File: src/rtl/fifo_wr_arbiter_if.sv
// Producer-side handshake and shared-FIFO write bus for fifo_wr_arbiter.
// The master modport is the producer/FIFO side; the slave modport is the arbiter.
interface fifo_wr_arbiter_if #(
   parameter int NREQ = 4,
   parameter int DW   = 8
);
   localparam int OW = $clog2(NREQ);

   logic [NREQ-1:0]    req;
   logic [NREQ*DW-1:0] req_data;
   logic               fifo_full;
   logic [NREQ-1:0]    gnt;
   logic               fifo_wr_en;
   logic [DW-1:0]      fifo_wr_data;
   logic [OW-1:0]      owner;
   logic               busy;

   modport master (
      output req, req_data, fifo_full,
      input  gnt, fifo_wr_en, fifo_wr_data, owner, busy
   );

   modport slave (
      input  req, req_data, fifo_full,
      output gnt, fifo_wr_en, fifo_wr_data, owner, busy
   );
endinterface

File: src/rtl/fifo_wr_arbiter.sv
// Round-robin burst arbiter: N producers share one synchronous FIFO write port.
// Zero-latency grant; a granted port keeps the lock for up to BURST_MAX writes.
module fifo_wr_arbiter #(
   parameter int NREQ      = 4,
   parameter int BURST_MAX = 4,
   parameter int DW        = 8
) (
   input  logic             clk,
   input  logic             rst,
   fifo_wr_arbiter_if.slave bus
);
   localparam int OW = $clog2(NREQ);

   typedef enum logic {IDLE, BURST} state_e;

   state_e        state_q, state_d;
   logic [OW-1:0] rr_ptr_q, rr_ptr_d;
   logic [OW-1:0] owner_q, owner_d;
   logic [3:0]    burst_cnt_q, burst_cnt_d;
   logic          busy_q, busy_d;

   logic          scan_vld;
   logic [OW-1:0] scan_idx;
   logic [NREQ-1:0] gnt_c;
   logic [DW-1:0]   wr_data_c;

   function automatic logic [OW-1:0] port_at(input logic [OW-1:0] base, input int k);
      int s;
      s = int'(base) + k;
      if (s >= NREQ) s = s - NREQ;
      return OW'(s);
   endfunction

   function automatic logic [OW-1:0] wrap_inc(input logic [OW-1:0] p);
      return (p == OW'(NREQ - 1)) ? '0 : p + OW'(1);
   endfunction

   // Descending scan so the lowest offset from rr_ptr wins.
   always_comb begin
      scan_vld = 1'b0;
      scan_idx = '0;
      for (int k = NREQ - 1; k >= 0; k--) begin
         if (bus.req[port_at(rr_ptr_q, k)]) begin
            scan_vld = 1'b1;
            scan_idx = port_at(rr_ptr_q, k);
         end
      end
   end

   always_comb begin
      state_d     = state_q;
      rr_ptr_d    = rr_ptr_q;
      owner_d     = owner_q;
      burst_cnt_d = burst_cnt_q;
      gnt_c       = '0;
      case (state_q)
         IDLE: begin
            if (scan_vld && !bus.fifo_full) begin
               gnt_c[scan_idx] = 1'b1;
               if (BURST_MAX > 1) begin
                  state_d     = BURST;
                  owner_d     = scan_idx;
                  burst_cnt_d = 4'd1;
               end else begin
                  rr_ptr_d = wrap_inc(scan_idx);
               end
            end
         end
         BURST: begin
            if (!bus.req[owner_q]) begin
               state_d     = IDLE;
               rr_ptr_d    = wrap_inc(owner_q);
               owner_d     = '0;
               burst_cnt_d = '0;
            end else if (!bus.fifo_full) begin
               gnt_c[owner_q] = 1'b1;
               if (burst_cnt_q + 4'd1 == 4'(BURST_MAX)) begin
                  state_d     = IDLE;
                  rr_ptr_d    = wrap_inc(owner_q);
                  owner_d     = '0;
                  burst_cnt_d = '0;
               end else begin
                  burst_cnt_d = burst_cnt_q + 4'd1;
               end
            end
         end
         default: begin
            state_d     = IDLE;
            owner_d     = '0;
            burst_cnt_d = '0;
         end
      endcase
      busy_d = (state_d == BURST);
   end

   always_ff @(posedge clk or posedge rst) begin
      if (rst) begin
         state_q     <= IDLE;
         rr_ptr_q    <= '0;
         owner_q     <= '0;
         burst_cnt_q <= '0;
         busy_q      <= 1'b0;
      end else begin
         state_q     <= state_d;
         rr_ptr_q    <= rr_ptr_d;
         owner_q     <= owner_d;
         burst_cnt_q <= burst_cnt_d;
         busy_q      <= busy_d;
      end
   end

   // Reset gates the grant combinationally, independent of the flops.
   assign bus.gnt        = rst ? '0 : gnt_c;
   assign bus.fifo_wr_en = |(bus.req & bus.gnt);

   always_comb begin
      wr_data_c = '0;
      for (int i = 0; i < NREQ; i++) begin
         if (bus.req[i] && bus.gnt[i]) wr_data_c = wr_data_c | bus.req_data[i*DW +: DW];
      end
   end

   assign bus.fifo_wr_data = wr_data_c;
   assign bus.owner        = owner_q;
   assign bus.busy         = busy_q;

   gnt_onehot_a: assert property (@(posedge clk) disable iff (rst) $onehot0(bus.gnt));
   no_wr_full_a: assert property (@(posedge clk) disable iff (rst) bus.fifo_full |-> !bus.fifo_wr_en);
endmodule

File: src/flat_wrapper.sv
// flat-port wrapper written by rule: the top's interface ports become plain ports
module fifo_wr_arbiter_flat 
#(
   parameter int NREQ      = 4,
   parameter int BURST_MAX = 4,
   parameter int DW        = 8
)
  (clk, rst, bus_req, bus_req_data, bus_fifo_full, bus_gnt, bus_fifo_wr_en, bus_fifo_wr_data, bus_owner, bus_busy);
  fifo_wr_arbiter_if #(.NREQ(NREQ), .DW(DW)) bus_i ();
  input  logic clk;
  input  logic rst;
  input wire logic [$bits(bus_i.req)-1:0] bus_req;
  input wire logic [$bits(bus_i.req_data)-1:0] bus_req_data;
  input wire logic [$bits(bus_i.fifo_full)-1:0] bus_fifo_full;
  output wire logic [$bits(bus_i.gnt)-1:0] bus_gnt;
  output wire logic [$bits(bus_i.fifo_wr_en)-1:0] bus_fifo_wr_en;
  output wire logic [$bits(bus_i.fifo_wr_data)-1:0] bus_fifo_wr_data;
  output wire logic [$bits(bus_i.owner)-1:0] bus_owner;
  output wire logic [$bits(bus_i.busy)-1:0] bus_busy;
  assign bus_i.req = bus_req;
  assign bus_i.req_data = bus_req_data;
  assign bus_i.fifo_full = bus_fifo_full;
  assign bus_gnt = bus_i.gnt;
  assign bus_fifo_wr_en = bus_i.fifo_wr_en;
  assign bus_fifo_wr_data = bus_i.fifo_wr_data;
  assign bus_owner = bus_i.owner;
  assign bus_busy = bus_i.busy;
  fifo_wr_arbiter #(.NREQ(NREQ), .BURST_MAX(BURST_MAX), .DW(DW)) u_core (.clk(clk), .rst(rst), .bus(bus_i));
endmodule
File: config.mk
export PLATFORM = sky130hd
export DESIGN_NAME = fifo_wr_arbiter_flat
export DESIGN_NICKNAME = d
export VERILOG_FILES = /design/src/rtl/fifo_wr_arbiter_if.sv /design/src/rtl/fifo_wr_arbiter.sv /design/src/flat_wrapper.sv
export SDC_FILE = /design/constraint.sdc
export NUM_CORES = 1
export LEC_CHECK = 0
export ABC_CLOCK_PERIOD_IN_PS = 5580
export CAP_MARGIN = 15
export CORE_AREA = 2 2 53 55
export CTS_CLUSTER_SIZE = 20
export DETAILED_ROUTE_END_ITERATION = 8
export DIE_AREA = 0 0 55 57
export PLACE_DENSITY = 0.89
export SYNTH_ARGS = -nofsm -noshare
export SYNTH_HDL_FRONTEND = slang
export SYNTH_SLANG_ARGS = --single-unit
File: constraint.sdc
create_clock -name clk -period 5.58 [get_ports clk]
set_input_delay 1.116 -clock clk [delete_from_list [all_inputs] [get_ports clk]]
set_output_delay 1.116 -clock clk [all_outputs]
set_load 0.02 [all_outputs]
==> results.json, run 1 <==
{
  "critPathMaxStageDelay_ns": 0.61,
  "stdcell_count": 209,
  "synth_xor_area_share_pct": 0,
  "first_pass_grt_wire_length_um": 5220,
  "hold_buffers": 0,
  "complex_gate_fraction_of_the_synthesized_area_pct": 33.4,
  "design.core.area_mm2": 0.00262,
  "drtPass1Iterations": 4,
  "crit_top_cell": "sky130_fd_sc_hd__clkdlybuf4s50_1",
  "dieHeight_um": 57,
  "synth_top_family_by_area": "compound AO/OA/AOI/OAI gates",
  "port-buffer-count": 54,
  "grt_usage_pct": 22.8,
  "htree_num_levels": 1,
  "run_status": "finished clean",
  "clkTransAtPathRegs_ns": 0.06,
  "timing.clock.skew_ns": 0.00317,
  "timing_worst_setup_path_type": "input pin to primary output",
  "worst_path_max_delay_cell": "sky130_fd_sc_hd__clkdlybuf4s50_1",
  "cell_row_count": 19,
  "peakVddDrop_mv": 0.186,
  "worstMarginPinSlew_ns": 0.613,
  "hold_path_depth": 1,
  "routabilityCongestion": 0.793,
  "drive_above_1_share_pct": 6.74,
  "synth_cell_type_count": 42,
  "synth_edf_count": 0,
  "critPathArrivalTime_ns": 4.14,
  "cts-buffers-inserted": 3,
  "synth.net_count": 169,
  "final.setup.tns_ns": 0,
  "drt_wl_total_um": 3360,
  "min_to": "u_core.burst_cnt_q[2]$_DFFE_PP0P_",
  "ys_seq_elements": 9,
  "drt-initial-drc-count": 44,
  "async_flop_share_pct": 100,
  "number_of_antenna_violations_at_the_first_check_in_global_routing": 0,
  "reg2reg_from": "u_core.bus.owner[1]$_DFFE_PP0P_",
  "clock_path_buffers": 2,
  "grt_setup_unrepaired": "no",
  "cp-end-kind": "primary output",
  "min-delay-path-class": "flop to flop",
  "clk-insertion-delay-late_ns": 0.26,
  "post-place-cells": 205,
  "ys_warn_count": 0,
  "drt_drc_violations_left": 0,
  "maxSlewHeadroom_pct": 59.0,
  "timing.final.ws_setup_ns": 0.323,
  "number_of_i_o_pins": 55,
  "ys_dominant_reg_cell": "sky130_fd_sc_hd__dfrtp_1",
  "setup_viol": 0,
  "area_growth_pct": 58.7,
  "cellLeakagePower_nw": 0.652,
  "synthesized_area_fraction_occupied_by_adder_cells_pct": 7.51,
  "synth.yosys.seq_area_share_pct": 22.5,
  "synth.area.mux_share_pct": 4.51,
  "clk_root_buffer_cell": "sky130_fd_sc_hd__clkbuf_4",
  "final_nets": 224,
  "die_width_um": 55,
  "power.density_cell_area_mw_per_mm2": 301,
  "total_clock_sinks": 9,
  "critical_path.startpoint_type": "input pin",
  "finalHoldViolations": 0,
  "synthesis.instances": 124,
  "rr_worst_depth": 4,
  "finalCritPeriodShare_pct": 94.2,
  "reg2reg_slack_ns": 3.48,
  "fin_total_pwr_w": 0.000478,
  "synth.avg_cell_area_um2": 8.06,
  "n_antenna_cell": 0,
  "vias_per_cell": 5.75,
  "ant_nets": 0,
  "period_needed_ns": 5.26,
  "via_count": 1202,
  "maxSlewViolCount": 0,
  "timing.critical_path.cells": "clkdlybuf4s50_1 > and3b_2 > o21a_1 > a211oi_1 > a32oi_1 > nor3b_2 > a221o_1 > clkdlybuf4s50_1",
  "critical_path_required_ns": 4.46,
  "postCtsResizedCells": 0,
  "floorplan.initialDensity_pct": 38.2,
  "grt_pass1_vias": 1102,
  "worstReg2RegEnd": "u_core.bus.owner[1]$_DFFE_PP0P_",
  "fp.dieArea_mm2": 0.00314,
  "wl_per_cell_um": 16.1,
  "pre_cts_slack_ns": 0.353,
  "tritoncts": "done",
  "hpwl_um": 2710,
  "max_freq_mhz": 190,
  "holdWs_ns": 0.565,
  "synth_simple_gate_area_share_pct": 26.8,
  "holdCritStartpoint": "u_core.burst_cnt_q[2]$_DFFE_PP0P_",
  "mostFrequentLayoutCell": "sky130_fd_sc_hd__clkdlybuf4s50_1",
  "critical_path_peak_fanout": 9,
  "grt_max_degree": 13,
  "max-cap-violations": 0,
  "netlist_area_um2": 1000,
  "globalRouteOverflowTotal": 0,
  "number_of_buffers_inserted_by_post_cts_setup_repair": 0,
  "layout.cells.most_common_list": "54 x sky130_fd_sc_hd__clkdlybuf4s50_1, 23 x sky130_fd_sc_hd__nand2_1, 11 x sky130_fd_sc_hd__nor2_1, 9 x sky130_fd_sc_hd__dfrtp_1"
}
critical path: cells and delay by family:
family	cells	cell delay (ns)
compound gates	4	1.01
buf+inv	2	1.21
simple gates	2	0.78
metal layers:
| metal | up-vias | track usage [%] | wire [µm] |
|---|---|---|---|
| met5 | - | 0 | 0 |
| met4 | 0 | 7.67 | 92 |
| met3 | 8 | 4.97 | 183 |
| met2 | 52 | 38.4 | 1810 |
| met1 | 564 | 28.1 | 1280 |
| li1 | 578 | - | - |
area by class of cell:
cell class / instances / area, µm²
Fill cell: 239 / 1030
Multi-Input combinational cell: 103 / 722
Timing Repair Buffer: 55 / 548
Sequential cell: 9 / 225
Tap cell: 31 / 38.8
Clock buffer: 4 / 26.3
Inverter: 7 / 26.3
how the worst max path moves through the flow:
stage | to | slack [ns] | start
2_1_floorplan | bus_fifo_wr_en | 1.43 | bus_req[3]
3_3_place_gp | bus_fifo_wr_en | 0.40 | bus_req[3]
3_5_place_dp | bus_fifo_wr_en | 0.35 | bus_req[3]
4_1_cts | bus_fifo_wr_en | 0.34 | bus_req[3]
5_1_grt | bus_fifo_wr_data[0] | 0.15 | bus_req[3]
6_report | bus_fifo_wr_data[3] | 0.32 | bus_req[3]
synth_stat cells (2+ instances only):
master	count	share of area [%]
sky130_fd_sc_hd__a22o_1	2	1.8
sky130_fd_sc_hd__dfrtp_1	9	23
sky130_fd_sc_hd__inv_1	6	2.3
sky130_fd_sc_hd__nand3b_1	2	1.5
sky130_fd_sc_hd__o211a_1	2	2.0
sky130_fd_sc_hd__o22ai_1	8	5.0
sky130_fd_sc_hd__clkbuf_1	3	1.1
sky130_fd_sc_hd__and3b_1	2	1.8
sky130_fd_sc_hd__nand3_1	3	1.5
sky130_fd_sc_hd__nand2_1	23	8.6
sky130_fd_sc_hd__mux2_2	2	2.3
sky130_fd_sc_hd__nor2b_1	2	1.3
sky130_fd_sc_hd__ha_1	6	7.5
sky130_fd_sc_hd__a221o_1	8	8.0
sky130_fd_sc_hd__o2bb2ai_1	2	1.8
sky130_fd_sc_hd__nor2_1	11	4.1
sky130_fd_sc_hd__o21ai_0	6	3.0
sky130_fd_sc_hd__a21oi_1	3	1.5
state kept, by name, summed over array words and instances, names as in the netlist:
signal,flops
u_core.rr_ptr_q,2
u_core.bus.owner,2
u_core.burst_cnt_q,4
u_core.state_q,1
stage by stage:
| step | cell area (µm²) | utilization [%] |
|---|---|---|
| final | 1590 | 60.7 |
| after global routing | 1590 | 60.7 |
| after CTS | 1590 | 60.7 |
| after detailed placement | 1560 | 59.7 |
| after global placement | 1560 | 59.7 |
| after floorplan | 1000 | - |
power by group:
part / total (W) / switching, W / internal [W]
combinational: 0.000293 / 0.000148 / 0.000144
sequential: 0.000135 / 0.0000452 / 0.0000898
clock: 0.0000498 / 0.0000223 / 0.0000275
total: 0.000478 / 0.000216 / 0.000262
cells by family (layout without fill, tap and decap cells):
family / count (synthesis) / count (layout)
buffers and inverters: 12 / 66
multiplexers: 3 / 3
adder cells (fa/ha/maj): 6 / 6
AO/OA/AOI/OAI: 41 / 41
flip-flops: 9 / 9
AND/OR/NAND/NOR: 53 / 53
No activity file was read; power rests on OpenSTA's default activity.
==> inputs of run 2 (changes only) <==
--- a/config.mk
+++ b/config.mk
@@ -7,11 +7,11 @@
 export LEC_CHECK = 0
 export ABC_CLOCK_PERIOD_IN_PS = 5580
 export CAP_MARGIN = 15
-export CORE_AREA = 2 2 53 55
+export CORE_AREA = 2 2 67 69
 export CTS_CLUSTER_SIZE = 20
 export DETAILED_ROUTE_END_ITERATION = 8
-export DIE_AREA = 0 0 55 57
-export PLACE_DENSITY = 0.89
+export DIE_AREA = 0 0 69 71
+export PLACE_DENSITY_LB_ADDON = 0.08
 export SYNTH_ARGS = -nofsm -noshare
 export SYNTH_HDL_FRONTEND = slang
 export SYNTH_SLANG_ARGS = --single-unit
==> results.json, run 2 (synthesized netlist as in run 1, its figures left out) <==
{
  "reg2reg_from": "u_core.bus.owner[1]$_DFFE_PP0P_",
  "n_antenna_cell": 0,
  "largest_reg_flops": 4,
  "final-seq-area_um2": 225,
  "run_status": "finished clean",
  "total_clock_sinks": 9,
  "grt_max_degree": 13,
  "finalHoldViolations": 0,
  "first_pass_grt_wire_length_um": 5560,
  "worstMarginPinSlew_ns": 0.672,
  "fp.dieArea_mm2": 0.00490,
  "cp-end-kind": "primary output",
  "vias_per_cell": 4.99,
  "final.setup.tns_ns": 0,
  "port-buffer-count": 54,
  "power.density_cell_area_mw_per_mm2": 305,
  "final_design_area_no_fill_mm2": 0.00164,
  "gr-usage-met1_pct": 17.9,
  "critical_path_required_ns": 4.46,
  "period_needed_ns": 5.18,
  "clk-insertion-delay-late_ns": 0.23,
  "maxSlewViolCount": 0,
  "min-delay-path-class": "flop to flop",
  "hold_path_depth": 1,
  "floorplan.initialDensity_pct": 23.8,
  "drive_above_1_share_pct": 7.26,
  "die_width_um": 69,
  "register_with_the_most_flip_flops": "u_core.burst_cnt_q",
  "critPathArrivalTime_ns": 4.07,
  "timing.critical_path.cells": "clkdlybuf4s50_1 > mux4_2 > and3b_1 > and3_4 > a41oi_4 > inv_2 > a2111o_1 > clkdlybuf4s50_1",
  "final_nets": 225,
  "grt_pass1_vias": 1159,
  "hold_buffers": 0,
  "holdWs_ns": 0.575,
  "fillerInstances": 437,
  "timing.clock.skew_ns": 0.00145,
  "drt_drc_violations_left": 0,
  "design.core.area_mm2": 0.00420,
  "drtPass1Iterations": 4,
  "finalCritPeriodShare_pct": 92.9,
  "cts-buffers-inserted": 3,
  "globalRouteOverflowTotal": 0,
  "max_freq_mhz": 193,
  "rr_worst_depth": 4,
  "wl_per_cell_um": 14.3,
  "drt_wl_total_um": 3310,
  "area_growth_pct": 64.0,
  "min_to": "u_core.rr_ptr_q[0]$_DFFE_PP0P_",
  "holdCritStartpoint": "u_core.rr_ptr_q[0]$_DFFE_PP0P_",
  "clkTransAtPathRegs_ns": 0.04,
  "max-cap-violations": 0,
  "critical_path.startpoint_type": "input pin",
  "critical_path_peak_fanout": 9,
  "ant_nets": 0,
  "dpl_cell_area_mm2": 0.00159,
  "grt_usage_pct": 13.9,
  "number_of_buffers_inserted_by_post_cts_setup_repair": 0,
  "critPathMaxStageDelay_ns": 0.59,
  "setup_viol": 0,
  "worst_path_max_delay_cell": "sky130_fd_sc_hd__mux4_2",
  "layout.cells.most_common_list": "54 x sky130_fd_sc_hd__clkdlybuf4s50_1, 23 x sky130_fd_sc_hd__nand2_1, 11 x sky130_fd_sc_hd__nor2_1, 9 x sky130_fd_sc_hd__dfrtp_1",
  "mostFrequentLayoutCell": "sky130_fd_sc_hd__clkdlybuf4s50_1",
  "clock_path_buffers": 2,
  "global_route.usage.met3_pct": 1.28,
  "worstReg2RegEnd": "u_core.bus.owner[1]$_DFFE_PP0P_",
  "multi_input_area_um2": 722,
  "drt-initial-drc-count": 36,
  "number_of_i_o_pins": 55,
  "routabilityCongestion": 0.833,
  "hpwl_um": 2640,
  "peakVddDrop_mv": 0.103,
  "htree_num_levels": 1,
  "via_count": 1152,
  "number_of_antenna_violations_at_the_first_check_in_global_routing": 0,
  "clk_root_buffer_cell": "sky130_fd_sc_hd__clkbuf_8",
  "top_usage_layer": "met2",
  "postCtsResizedCells": 0,
  "cellLeakagePower_nw": 0.666,
  "global_route.usage.met2_pct": 24.5,
  "grt_setup_unrepaired": "no",
  "dieHeight_um": 71,
  "tritoncts": "done",
  "crit_top_cell": "sky130_fd_sc_hd__clkdlybuf4s50_1",
  "timing_worst_setup_path_type": "input pin to primary output",
  "cell_row_count": 24,
  "reg2reg_slack_ns": 3.48,
  "maxSlewHeadroom_pct": 55.1
}
run 2: changes by cell type in the layout (fill, tap and decap cells not counted):
cell / before / now
sky130_fd_sc_hd__buf_4: 1 / 2
sky130_fd_sc_hd__clkbuf_4: 3 / 0
sky130_fd_sc_hd__clkbuf_8: 0 / 3
run 2: critical path, delay by kind of cell:
family | cells | cell delay (ns)
buffers and inverters | 3 | 1.12
AO/OA/AOI/OAI | 2 | 0.74
multiplexers | 1 | 0.59
AND/OR/NAND/NOR | 2 | 0.51
run 2: cell type report:
class | instances | area share [%]
clock buffers | 4 | 2.75
inverters | 7 | 1.60
multi-input cells | 103 | 44.0
flip-flops and latches | 9 | 13.7
well taps | 52 | 3.97
repair buffers | 56 | 33.9
run 2: how the worst max path moves through the flow:
stage                           from              to  slack, ns
after floorplan           bus_req[3]  bus_fifo_wr_en       1.43
final                     bus_req[3]  bus_fifo_wr_en       0.40
after detailed placement  bus_req[3]  bus_fifo_wr_en       0.40
after global placement    bus_req[3]  bus_fifo_wr_en       0.44
after CTS                 bus_req[3]  bus_fifo_wr_en       0.39
after global routing      bus_req[3]  bus_fifo_wr_en       0.25
run 2: through the flow:
step,util [%],power (W),cells,setup slack (ns)
6_report,39.0,0.000499,231,0.398
5_1_grt,39.0,0.000548,231,0.248
4_1_cts,39.0,0.000506,231,0.388
3_5_place_dp,37.9,0.000426,227,0.397
3_3_place_gp,37.9,0.000425,227,0.442
2_1_floorplan,-,0.000308,124,1.43
run 2: report_power, final:
group | internal (W) | switching (W)
Clock | 0.0000497 | 0.0000251
Sequential | 0.0000901 | 0.0000436
Combinational | 0.000144 | 0.000146
Total | 0.000284 | 0.000215
run 2: layer usage:
metal	share of wire (%)	vias up	wire length, µm
met4	0.82	0	27
met2	50	40	1670
met1	44	528	1460
met3	4.5	2	148
li1	-	582	-
met5	0	-	0
==> inputs of run 3 (changes only) <==
--- a/config.mk
+++ b/config.mk
@@ -5,7 +5,6 @@
 export SDC_FILE = /design/constraint.sdc
 export NUM_CORES = 1
 export LEC_CHECK = 0
-export ABC_CLOCK_PERIOD_IN_PS = 5580
 export CAP_MARGIN = 15
 export CORE_AREA = 2 2 67 69
 export CTS_CLUSTER_SIZE = 20
==> results of run 3 <==
No change in the layout: final DEF, timing and power equal those of run 2.
